===== config.mk =====
export PLATFORM = sky130hd
export DESIGN_NAME = pipe_ctrl_flat
export DESIGN_NICKNAME = d
export VERILOG_FILES = /design/src/rtl/pipe_ctrl_if.sv /design/src/rtl/pipe_ctrl.sv /design/src/flat_wrapper.sv
export SDC_FILE = /design/constraint.sdc
export NUM_CORES = 1
export LEC_CHECK = 0
export CAP_MARGIN = 20
export CORE_UTILIZATION = 35
export DETAILED_ROUTE_END_ITERATION = 10
export PLACE_DENSITY_LB_ADDON = 0.1
export REMOVE_ABC_BUFFERS = 1
export SYNTH_ARGS = -nofsm -noshare
export SYNTH_HDL_FRONTEND = slang
export SYNTH_SLANG_ARGS = --single-unit

===== constraint.sdc =====
create_clock -name iw_clk -period 2.7 [get_ports iw_clk]
set_clock_uncertainty 0.05 [all_clocks]
set_input_delay 0.27 -clock iw_clk [delete_from_list [all_inputs] [get_ports iw_clk]]
set_output_delay 0.27 -clock iw_clk [all_outputs]
set_load 0.05 [all_outputs]

===== src/rtl/pipe_ctrl_if.sv =====
// ---------------------------------------------------------------------------
// pipe_ctrl_if
// Bundle between the hazard/EX side and the front-pipeline controller.
//   Requests : iw_stall, iw_branch_taken, iw_branch_tgt[ADDR_W], iw_halt
//   Controls : ow_pc_en, ow_ifid_en, ow_ifid_flush, ow_idex_bubble,
//              ow_redirect, ow_redirect_pc[ADDR_W], ow_state[3]
//   Optional : ow_stall_cnt[16], ow_flush_cnt[16] when PIPECTRL_STATS_EN
//              is defined.
// Modports: master = request source (bench / core top),
//           slave  = pipe_ctrl.
// ---------------------------------------------------------------------------
interface pipe_ctrl_if #(
  parameter int ADDR_W = 24
);
  logic              iw_stall;
  logic              iw_branch_taken;
  logic [ADDR_W-1:0] iw_branch_tgt;
  logic              iw_halt;
  logic              ow_pc_en;
  logic              ow_ifid_en;
  logic              ow_ifid_flush;
  logic              ow_idex_bubble;
  logic              ow_redirect;
  logic [ADDR_W-1:0] ow_redirect_pc;
  logic [2:0]        ow_state;
`ifdef PIPECTRL_STATS_EN
  logic [15:0]       ow_stall_cnt;
  logic [15:0]       ow_flush_cnt;

  modport master (
    output iw_stall, iw_branch_taken, iw_branch_tgt, iw_halt,
    input  ow_pc_en, ow_ifid_en, ow_ifid_flush, ow_idex_bubble,
           ow_redirect, ow_redirect_pc, ow_state, ow_stall_cnt, ow_flush_cnt
  );
  modport slave (
    input  iw_stall, iw_branch_taken, iw_branch_tgt, iw_halt,
    output ow_pc_en, ow_ifid_en, ow_ifid_flush, ow_idex_bubble,
           ow_redirect, ow_redirect_pc, ow_state, ow_stall_cnt, ow_flush_cnt
  );
`else
  modport master (
    output iw_stall, iw_branch_taken, iw_branch_tgt, iw_halt,
    input  ow_pc_en, ow_ifid_en, ow_ifid_flush, ow_idex_bubble,
           ow_redirect, ow_redirect_pc, ow_state
  );
  modport slave (
    input  iw_stall, iw_branch_taken, iw_branch_tgt, iw_halt,
    output ow_pc_en, ow_ifid_en, ow_ifid_flush, ow_idex_bubble,
           ow_redirect, ow_redirect_pc, ow_state
  );
`endif
endinterface


===== src/rtl/pipe_ctrl.sv =====
// ---------------------------------------------------------------------------
// pipe_ctrl
// Front-pipeline controller. Turns the hazard unit's stall request, the
// EX-stage taken-branch redirect and a halt request into enable / flush /
// bubble controls for the PC register, the IF/ID latch and the ID/EX latch.
// All controls are combinational from the current state and the requests,
// so a stall reaches the enables in the same cycle.
//
// Ports
//   iw_clk        clock
//   iw_rst        asynchronous, active-high reset
//   bus (slave)   requests in: iw_stall, iw_branch_taken, iw_branch_tgt,
//                 iw_halt; controls out: ow_pc_en, ow_ifid_en,
//                 ow_ifid_flush, ow_idex_bubble, ow_redirect,
//                 ow_redirect_pc, ow_state (debug)
//
// Parameters
//   ADDR_W     PC / branch target width
//   FLUSH_CYC  cycles the front latches stay flushed after a redirect (1..7),
//              counting the redirect cycle itself
//
// Optional feature macro: PIPECTRL_STATS_EN
//   Adds saturating ow_stall_cnt / ow_flush_cnt and a redirect trace line.
// ---------------------------------------------------------------------------
module pipe_ctrl #(
  parameter int ADDR_W    = 24,
  parameter int FLUSH_CYC = 2
) (
  input  logic        iw_clk,
  input  logic        iw_rst,
  pipe_ctrl_if.slave  bus
);

  typedef enum logic [2:0] {
    BOOT  = 3'd0,
    RUN   = 3'd1,
    STALL = 3'd2,
    FLUSH = 3'd3,
    HALT  = 3'd4
  } state_t;

  localparam logic [2:0] FCNT_LOAD = 3'(FLUSH_CYC - 1);

  state_t            state_p0;
  state_t            state_nxt;
  logic [2:0]        fcnt_p0;
  logic [2:0]        fcnt_nxt;
  logic [ADDR_W-1:0] redirect_pc_p0;

  logic accept_br;
  logic stall_bubble;
  logic pc_en;
  logic ifid_en;
  logic ifid_flush;
  logic idex_bubble;
  logic redirect;

  // A taken branch is honoured everywhere except BOOT and illegal states;
  // an older in-flight instruction may redirect even while halted.
  always_comb begin
    accept_br = 1'b0;
    case (state_p0)
      RUN, STALL, FLUSH, HALT: accept_br = bus.iw_branch_taken;
      default:                 accept_br = 1'b0;
    endcase
  end

  // Next-state and control decode
  always_comb begin
    state_nxt    = state_p0;
    fcnt_nxt     = fcnt_p0;
    pc_en        = 1'b0;
    ifid_en      = 1'b0;
    ifid_flush   = 1'b0;
    idex_bubble  = 1'b0;
    redirect     = 1'b0;
    stall_bubble = 1'b0;

    if (accept_br) begin
      // Redirect wins over stall and halt: the stalled/halted instruction
      // is younger than the branch and gets flushed anyway.
      redirect    = 1'b1;
      pc_en       = 1'b1;
      ifid_flush  = 1'b1;
      idex_bubble = 1'b1;
      fcnt_nxt    = FCNT_LOAD;
      state_nxt   = (FLUSH_CYC == 1) ? RUN : FLUSH;
    end else begin
      case (state_p0)
        BOOT: begin
          ifid_flush  = 1'b1;
          idex_bubble = 1'b1;
          state_nxt   = RUN;
        end

        RUN, STALL: begin
          if (state_p0 == STALL && bus.iw_stall) begin
            // Halt is deliberately not looked at while a stall is held.
            idex_bubble  = 1'b1;
            stall_bubble = 1'b1;
          end else if (bus.iw_halt) begin
            idex_bubble = 1'b1;
            state_nxt   = HALT;
          end else if (bus.iw_stall) begin
            idex_bubble  = 1'b1;
            stall_bubble = 1'b1;
            state_nxt    = STALL;
          end else begin
            pc_en     = 1'b1;
            ifid_en   = 1'b1;
            state_nxt = RUN;
          end
        end

        FLUSH: begin
          // Stall is ignored here: the front latches hold only squashed work.
          pc_en       = 1'b1;
          ifid_flush  = 1'b1;
          idex_bubble = 1'b1;
          fcnt_nxt    = (fcnt_p0 == 3'd0) ? 3'd0 : fcnt_p0 - 3'd1;
          if (fcnt_p0 <= 3'd1) begin
            state_nxt = RUN;
          end
        end

        HALT: begin
          idex_bubble = 1'b1;
          state_nxt   = bus.iw_halt ? HALT : RUN;
        end

        default: begin
          // Unreachable encodings look like BOOT and recover through it.
          ifid_flush  = 1'b1;
          idex_bubble = 1'b1;
          state_nxt   = BOOT;
        end
      endcase
    end
  end

  // State / flush counter / redirect target registers
  always_ff @(posedge iw_clk or posedge iw_rst) begin
    if (iw_rst) begin
      state_p0       <= BOOT;
      fcnt_p0        <= 3'd0;
      redirect_pc_p0 <= '0;
    end else begin
      state_p0 <= state_nxt;
      fcnt_p0  <= fcnt_nxt;
      if (accept_br) begin
        redirect_pc_p0 <= bus.iw_branch_tgt;
      end
    end
  end

  assign bus.ow_pc_en       = pc_en;
  assign bus.ow_ifid_en     = ifid_en;
  assign bus.ow_ifid_flush  = ifid_flush;
  assign bus.ow_idex_bubble = idex_bubble;
  assign bus.ow_redirect    = redirect;
  // Bypass so the PC sees the new target in the redirect cycle itself.
  assign bus.ow_redirect_pc = accept_br ? bus.iw_branch_tgt : redirect_pc_p0;
  assign bus.ow_state       = state_p0;

`ifdef PIPECTRL_STATS_EN
  function automatic logic [15:0] sat_inc(input logic [15:0] v);
    return (v == 16'hFFFF) ? v : v + 16'd1;
  endfunction

  logic [15:0] stall_cnt_p0;
  logic [15:0] flush_cnt_p0;

  // Statistics counters
  always_ff @(posedge iw_clk or posedge iw_rst) begin
    if (iw_rst) begin
      stall_cnt_p0 <= 16'd0;
      flush_cnt_p0 <= 16'd0;
    end else begin
      if (stall_bubble) begin
        stall_cnt_p0 <= sat_inc(stall_cnt_p0);
      end
      if (accept_br) begin
        flush_cnt_p0 <= sat_inc(flush_cnt_p0);
      end
    end
  end

  always_ff @(posedge iw_clk) begin
    if (!iw_rst && accept_br) begin
      $display("PIPECTRL: redirect to %h", bus.iw_branch_tgt);
    end
  end

  assign bus.ow_stall_cnt = stall_cnt_p0;
  assign bus.ow_flush_cnt = flush_cnt_p0;
`else
  logic unused_stall_bubble;
  assign unused_stall_bubble = stall_bubble;
`endif

endmodule


===== src/flat_wrapper.sv =====
// flat-port wrapper written by rule: the top's interface ports become plain ports
module pipe_ctrl_flat 
#(
  parameter int ADDR_W    = 24,
  parameter int FLUSH_CYC = 2
)
  (iw_clk, iw_rst, bus_iw_stall, bus_iw_branch_taken, bus_iw_branch_tgt, bus_iw_halt, bus_ow_pc_en, bus_ow_ifid_en, bus_ow_ifid_flush, bus_ow_idex_bubble, bus_ow_redirect, bus_ow_redirect_pc, bus_ow_state);
  pipe_ctrl_if #(.ADDR_W(ADDR_W)) bus_i ();
  input  logic iw_clk;
  input  logic iw_rst;
  input wire logic [$bits(bus_i.iw_stall)-1:0] bus_iw_stall;
  input wire logic [$bits(bus_i.iw_branch_taken)-1:0] bus_iw_branch_taken;
  input wire logic [$bits(bus_i.iw_branch_tgt)-1:0] bus_iw_branch_tgt;
  input wire logic [$bits(bus_i.iw_halt)-1:0] bus_iw_halt;
  output wire logic [$bits(bus_i.ow_pc_en)-1:0] bus_ow_pc_en;
  output wire logic [$bits(bus_i.ow_ifid_en)-1:0] bus_ow_ifid_en;
  output wire logic [$bits(bus_i.ow_ifid_flush)-1:0] bus_ow_ifid_flush;
  output wire logic [$bits(bus_i.ow_idex_bubble)-1:0] bus_ow_idex_bubble;
  output wire logic [$bits(bus_i.ow_redirect)-1:0] bus_ow_redirect;
  output wire logic [$bits(bus_i.ow_redirect_pc)-1:0] bus_ow_redirect_pc;
  output wire logic [$bits(bus_i.ow_state)-1:0] bus_ow_state;
  assign bus_i.iw_stall = bus_iw_stall;
  assign bus_i.iw_branch_taken = bus_iw_branch_taken;
  assign bus_i.iw_branch_tgt = bus_iw_branch_tgt;
  assign bus_i.iw_halt = bus_iw_halt;
  assign bus_ow_pc_en = bus_i.ow_pc_en;
  assign bus_ow_ifid_en = bus_i.ow_ifid_en;
  assign bus_ow_ifid_flush = bus_i.ow_ifid_flush;
  assign bus_ow_idex_bubble = bus_i.ow_idex_bubble;
  assign bus_ow_redirect = bus_i.ow_redirect;
  assign bus_ow_redirect_pc = bus_i.ow_redirect_pc;
  assign bus_ow_state = bus_i.ow_state;
  pipe_ctrl #(.ADDR_W(ADDR_W), .FLUSH_CYC(FLUSH_CYC)) u_core (.iw_clk(iw_clk), .iw_rst(iw_rst), .bus(bus_i));
endmodule

**After elaboration in Yosys (flattened, before gate mapping)**

Index checks and enable logic that the tools add are counted.
Widths: inputs -> output; s select.

- Register bits: 30
- Latch bits: 0
- Memory bits (writable): 0
- Bits in read-only memories: 0
- Bits of input ports: 29
- Output and inout port bits: 32
- Logic and storage cells: 46
- Memories kept: 0

- $add $sub $neg: 1
- $mul: 0
- Div/mod/pow operators: 0
- Order comparisons: 1
- Eq/ne operators: 6
- Shift-type cells: 0
- Mux-type cells: 27
- Bitwise operators: 0
- Reductions and logical operators: 8

Operators with widths:

| operator | count |
|---|---|
| $mux 24 | 1 |
| $mux 3 | 8 |
| $mux 1 | 15 |
| $pmux 3 s4 | 1 |
| $eq 3x2->1 const B | 2 |
| $logic_not 3->1 | 2 |
| $reduce_or 4->1 | 1 |
| $eq 3x1->1 const B | 1 |
| $eq 3x3->1 const B | 1 |
| $le 3x1->1 const B | 1 |
| $ne 3x1->1 const B | 1 |
| $ne 3x2->1 const B | 1 |
| $reduce_or 3->1 | 1 |
| $sub 3x1->3 const B | 1 |
| $mux 2 | 1 |
| $pmux 1 s2 | 1 |
| $reduce_and 2->1 | 1 |
| $reduce_bool 2->1 | 1 |
| $reduce_or 2->1 | 1 |
| $logic_and 1x1->1 | 1 |

**Logic depth before layout (Yosys ltp)**

- Word-level depth: 5
- Depth in mapped cells: 5
- Depth with buffers taken out: 5

**Worst setup path before layout**

No wires, ideal clock.

- Path kind: register -> output
- Start: register u_core.state_p0[0] (netlist: u_core.bus.ow_state[0])
- End: output bus_ow_ifid_en
- Data arrival time: 2.192 ns
- Data required time: 2.380 ns
- Slack: 0.188 ns
- Stages on the path, launching flop included: 6
- Buffers on the path: 1
- Cells stage by stage: dfrtp_1 > buf_4 > or3_4 > nand3_4 > inv_2 > nor2_1

- Longest elaborated chain between the ends: 5
- Elaborated cells on any way between the ends: 11
- Classes of those cells: eq/ne: 4; mux: 4; reduce/logical: 3

Ends and longest elaborated chain:

| element | RTL line | source |
|---|---|---|
| start: declaration | pipe_ctrl.sv:44 | `state_t state_p0;` |
| start signal: assignment | pipe_ctrl.sv:148 | `state_p0 <= state_nxt;` |
| $eq 3x2->1 | pipe_ctrl.sv:62, pipe_ctrl.sv:89, pipe_ctrl.sv:97 |  |
| $logic_and 1x1->1 | pipe_ctrl.sv:97 | `if (state_p0 == STALL && bus.iw_stall) begin` |
| $mux 1 | pipe_ctrl.sv:97 |  |
| $mux 1 | pipe_ctrl.sv:89 | `case (state_p0)` |
| $mux 1 * | pipe_ctrl.sv:79 | `if (accept_br) begin` |
| end: declaration | flat_wrapper.sv:16 | `output wire logic [$bits(bus_i.ow_ifid_en)-1:0] bus_ow_ifid_en;` |

Mark *: on every way between the ends. The rest lies on a longest branch, timed or not.

**Worst setup path after layout**

- Start: register u_core.state_p0[2] (netlist: u_core.bus.ow_state[2])
- End: output bus_ow_redirect_pc[4]

- Longest elaborated chain between the ends: 4
- Elaborated cells on any way between the ends: 7
- Classes of those cells: eq/ne: 4; mux: 2; reduce/logical: 1

Ends and longest elaborated chain:

| element | RTL line | source |
|---|---|---|
| $eq 3x3->1, or another cell as far along | pipe_ctrl.sv:62 | `case (state_p0)` |
| $reduce_or 4->1 * | pipe_ctrl.sv:62 |  |
| $mux 1 * | pipe_ctrl.sv:62 |  |
| $mux 24 * | n/a |  |
| end: declaration | flat_wrapper.sv:20 | `output wire logic [$bits(bus_i.ow_redirect_pc)-1:0] bus_ow_redirect_pc;` |

Marks and branches as above.

==> results.yml <==
run_status:
  status: "finished, final reports clean"
clock_network:
  clock_latency_ps: 270
  cts_resized: 0
  h-tree-depth: 2
  numClockSinks: 30
  numCtsBuffers: 5
  cts_setup_buffers: 0
  cts_buffer_depth: 2
  hold_buffers: 0
  cts_tree: "yes"
  clkTransAtPathRegs_ps: 60
  root_buffer: "clkbuf_8"
floorplan:
  start_util: 0.371
  rows: 22
  die_width_um: 64.8
  die_y_um: 64.8
  coreArea_mm2: 0.00372
  ios: 61
  die_area_mm2: 0.00420
critical_path:
  end_kind: "output pin"
  path_class: "reg2out"
  cp_max_fo: 28
  worstSetupStartpointType: "flip-flop"
  crit_end: "bus_ow_redirect_pc[4]"
  path_delay_family: "simple AND/OR/NAND/NOR gates"
  rr_endpoint: "u_core.redirect_pc_p0[4]"
  worstRegToRegCells: 3
  critPathMaxStageDelay_ps: 500
  rrSetupSlack_ps: 800
  critPathRequiredTime_ps: 2380
  crit_buf_inv: 1
  path_cells: "or3_4 -> nand3_4 -> mux2_2 -> buf_4"
  worst-path-stages: 4
  startpoint: "u_core.bus.ow_state[2]"
  cp.arrival_ps: 2190
  worstReg2RegStart: "u_core.bus.ow_state[2]"
  cpMaxStageDelayCell: "dfrtp_1"
run:
  maxCapViolations: 0
placement:
  dp_slack_ps: 477
  dp.cells: 203
  place_congestion: 0.767
  io_buffers: 60
  dp_hpwl_um: 2020
power:
  vdd_ir_drop_max_v: 0.000677
  p_comb_frac: 0.598
  leakage_nw: 0.938
  power_switching_w: 0.00127
  power_frac_clock: 0.134
  powerDensity_mw_per_mm2: 1310
  p_int_w: 0.00140
  p_total_w: 0.00267
  power_switching_share: 0.475
  pwr-share-seq: 0.268
final_layout:
  syn2layout_area_growth_pct: 47.8
  n_antenna_cell: 0
  layoutNonFillerInstCount: 211
  final_nets: 193
  n_fill_cell: 335
  drive_gt1_frac: 0.356
global_routing:
  grt_usage: 0.146
  grt_pass1_vias: 989
  grt_pass1_wl_um: 4560
  antenna_found_initial: 0
  grt_max_degree: 31
  grt_overflow: 0
detailed_routing:
  via_count: 983
  wl_per_cell_um: 13.3
  ant_nets: 0
  wirelength_um: 2800
  firstDrtPassIters: 4
  detail_route.vias_per_cell: 4.66
  drc: 0
  drtIter0Drc: 17
sta:
  final_max_slew_viol_count: 0
  max_freq_mhz: 398
  setup_ws_ps: 186
  period_share: 0.931
  worst_pin_slew_ps: 694
  relSlewSlack: 0.536
  setup_viol: 0
  hold_viol: 0
  min_period_ps: 2510
  rsz0062_at_grt: "false"
  tns_ps: 0
worst_hold_path:
  hold_class: "in2async"
logic_synthesis:
  synth.avg_cell_area_um2: 13.9
  synth_seq_cells: 30
  seq_area_frac_synth: 0.544
  synth_area_mm2: 0.00138
  async_flop_share: 1.00
  synth_flop_cell: "dfrtp_1"
  synth-edff-count: 0
  ys_types: 33
  ys_warn_count: 0
  syn_inst: 99
==> how the worst min path moves through the flow <==
stage / cells after the start / start / slack, ps / to
after global routing: 3 / iw_rst / 370 / u_core.redirect_pc_p0[2]
after floorplan: 1 / iw_rst / 310 / u_core.bus.ow_state[0]
after CTS: 3 / iw_rst / 330 / u_core.redirect_pc_p0[2]
final: 3 / iw_rst / 320 / u_core.redirect_pc_p0[2]
after global placement: 1 / u_core.redirect_pc_p0[22] / 420 / u_core.redirect_pc_p0[22]
after detailed placement: 1 / u_core.redirect_pc_p0[8] / 430 / u_core.redirect_pc_p0[8]
==> layout by cell type (no fill, tap or decap), types with 3 or more instances in the layout <==
master	count
clkdlybuf4s50_1	32
dfrtp_1	30
buf_4	27
mux2_4	10
mux2_1	7
mux2_2	7
inv_1	7
clkbuf_8	6
nor2_1	4
nor3_1	3
==> per-layer routing <==
layer	vias up	global-route usage	routed length, µm
li1	475	-	-
met1	465	0.178	1200
met2	37	0.233	1360
met3	6	0.0493	179
met4	0	0.0611	52
met5	-	0	0
==> worst min-delay path, cell delays in order <==
cell	delay [ps]
clkdlybuf4s50_1	390
inv_1	50
buf_4	340
==> power by group through the flow <==
stage,logic [W],registers (W),clock network [W]
after floorplan,0.00110,0.000762,0
after global placement,0.00159,0.000710,0
after detailed placement,0.00160,0.000724,0
after CTS,0.00161,0.000714,0.000372
after global routing,0.00168,0.000742,0.000386
final,0.00160,0.000715,0.000357
==> layout make-up <==
type / count / area, µm² / share of cell area
Timing Repair Buffer: 61 / 563 / 0.276
Clock buffer: 7 / 86.3 / 0.0423
Clock inverter: 1 / 5.00 / 0.00245
Tap cell: 48 / 60.1 / 0.0294
Inverter: 8 / 30.0 / 0.0147
Multi-Input combinational cell: 56 / 544 / 0.267
Sequential cell: 30 / 751 / 0.368
==> registers in the layout, summed over array words and instances, names as in the netlist <==
name / count
u_core.bus.ow_state: 3
u_core.fcnt_p0: 3
u_core.redirect_pc_p0: 24
==> synth_stat cells (all sizes together), types with 2 or more instances <==
cell type	instances	area (µm²)
a211o	2	17.5
buf	5	55.1
dfrtp	30	751
ha	2	25.0
inv	8	30.0
mux2	24	308
nand3	2	22.5
nor2	4	15.0
nor3	3	15.0
o21ai	3	18.8
or4	2	15.0
==> stage by stage <==
| step | utilization | hold slack, ps | instance area (µm²) |
|---|---|---|---|
| 3_3_place_gp | 0.524 | 425 | 1950 |
| 3_5_place_dp | 0.524 | 429 | 1950 |
| 5_1_grt | 0.549 | 370 | 2040 |
| 6_report | 0.549 | 323 | 2040 |
| 4_1_cts | 0.549 | 332 | 2040 |
| 2_1_floorplan | - | 311 | 1330 |
==> kinds of logic after synthesis <==
logic type,count (synthesis),synth area share
buffers and inverters,13,0.0616
DFF,30,0.544
xor gates and xnor gates,2,0.0127
adders and majority gates,2,0.0181
AOI/OAI and AO/OA,11,0.0589
and+or+nand+nor,16,0.0743
muxes,25,0.230
No activity file was read; power rests on OpenSTA's default activity.
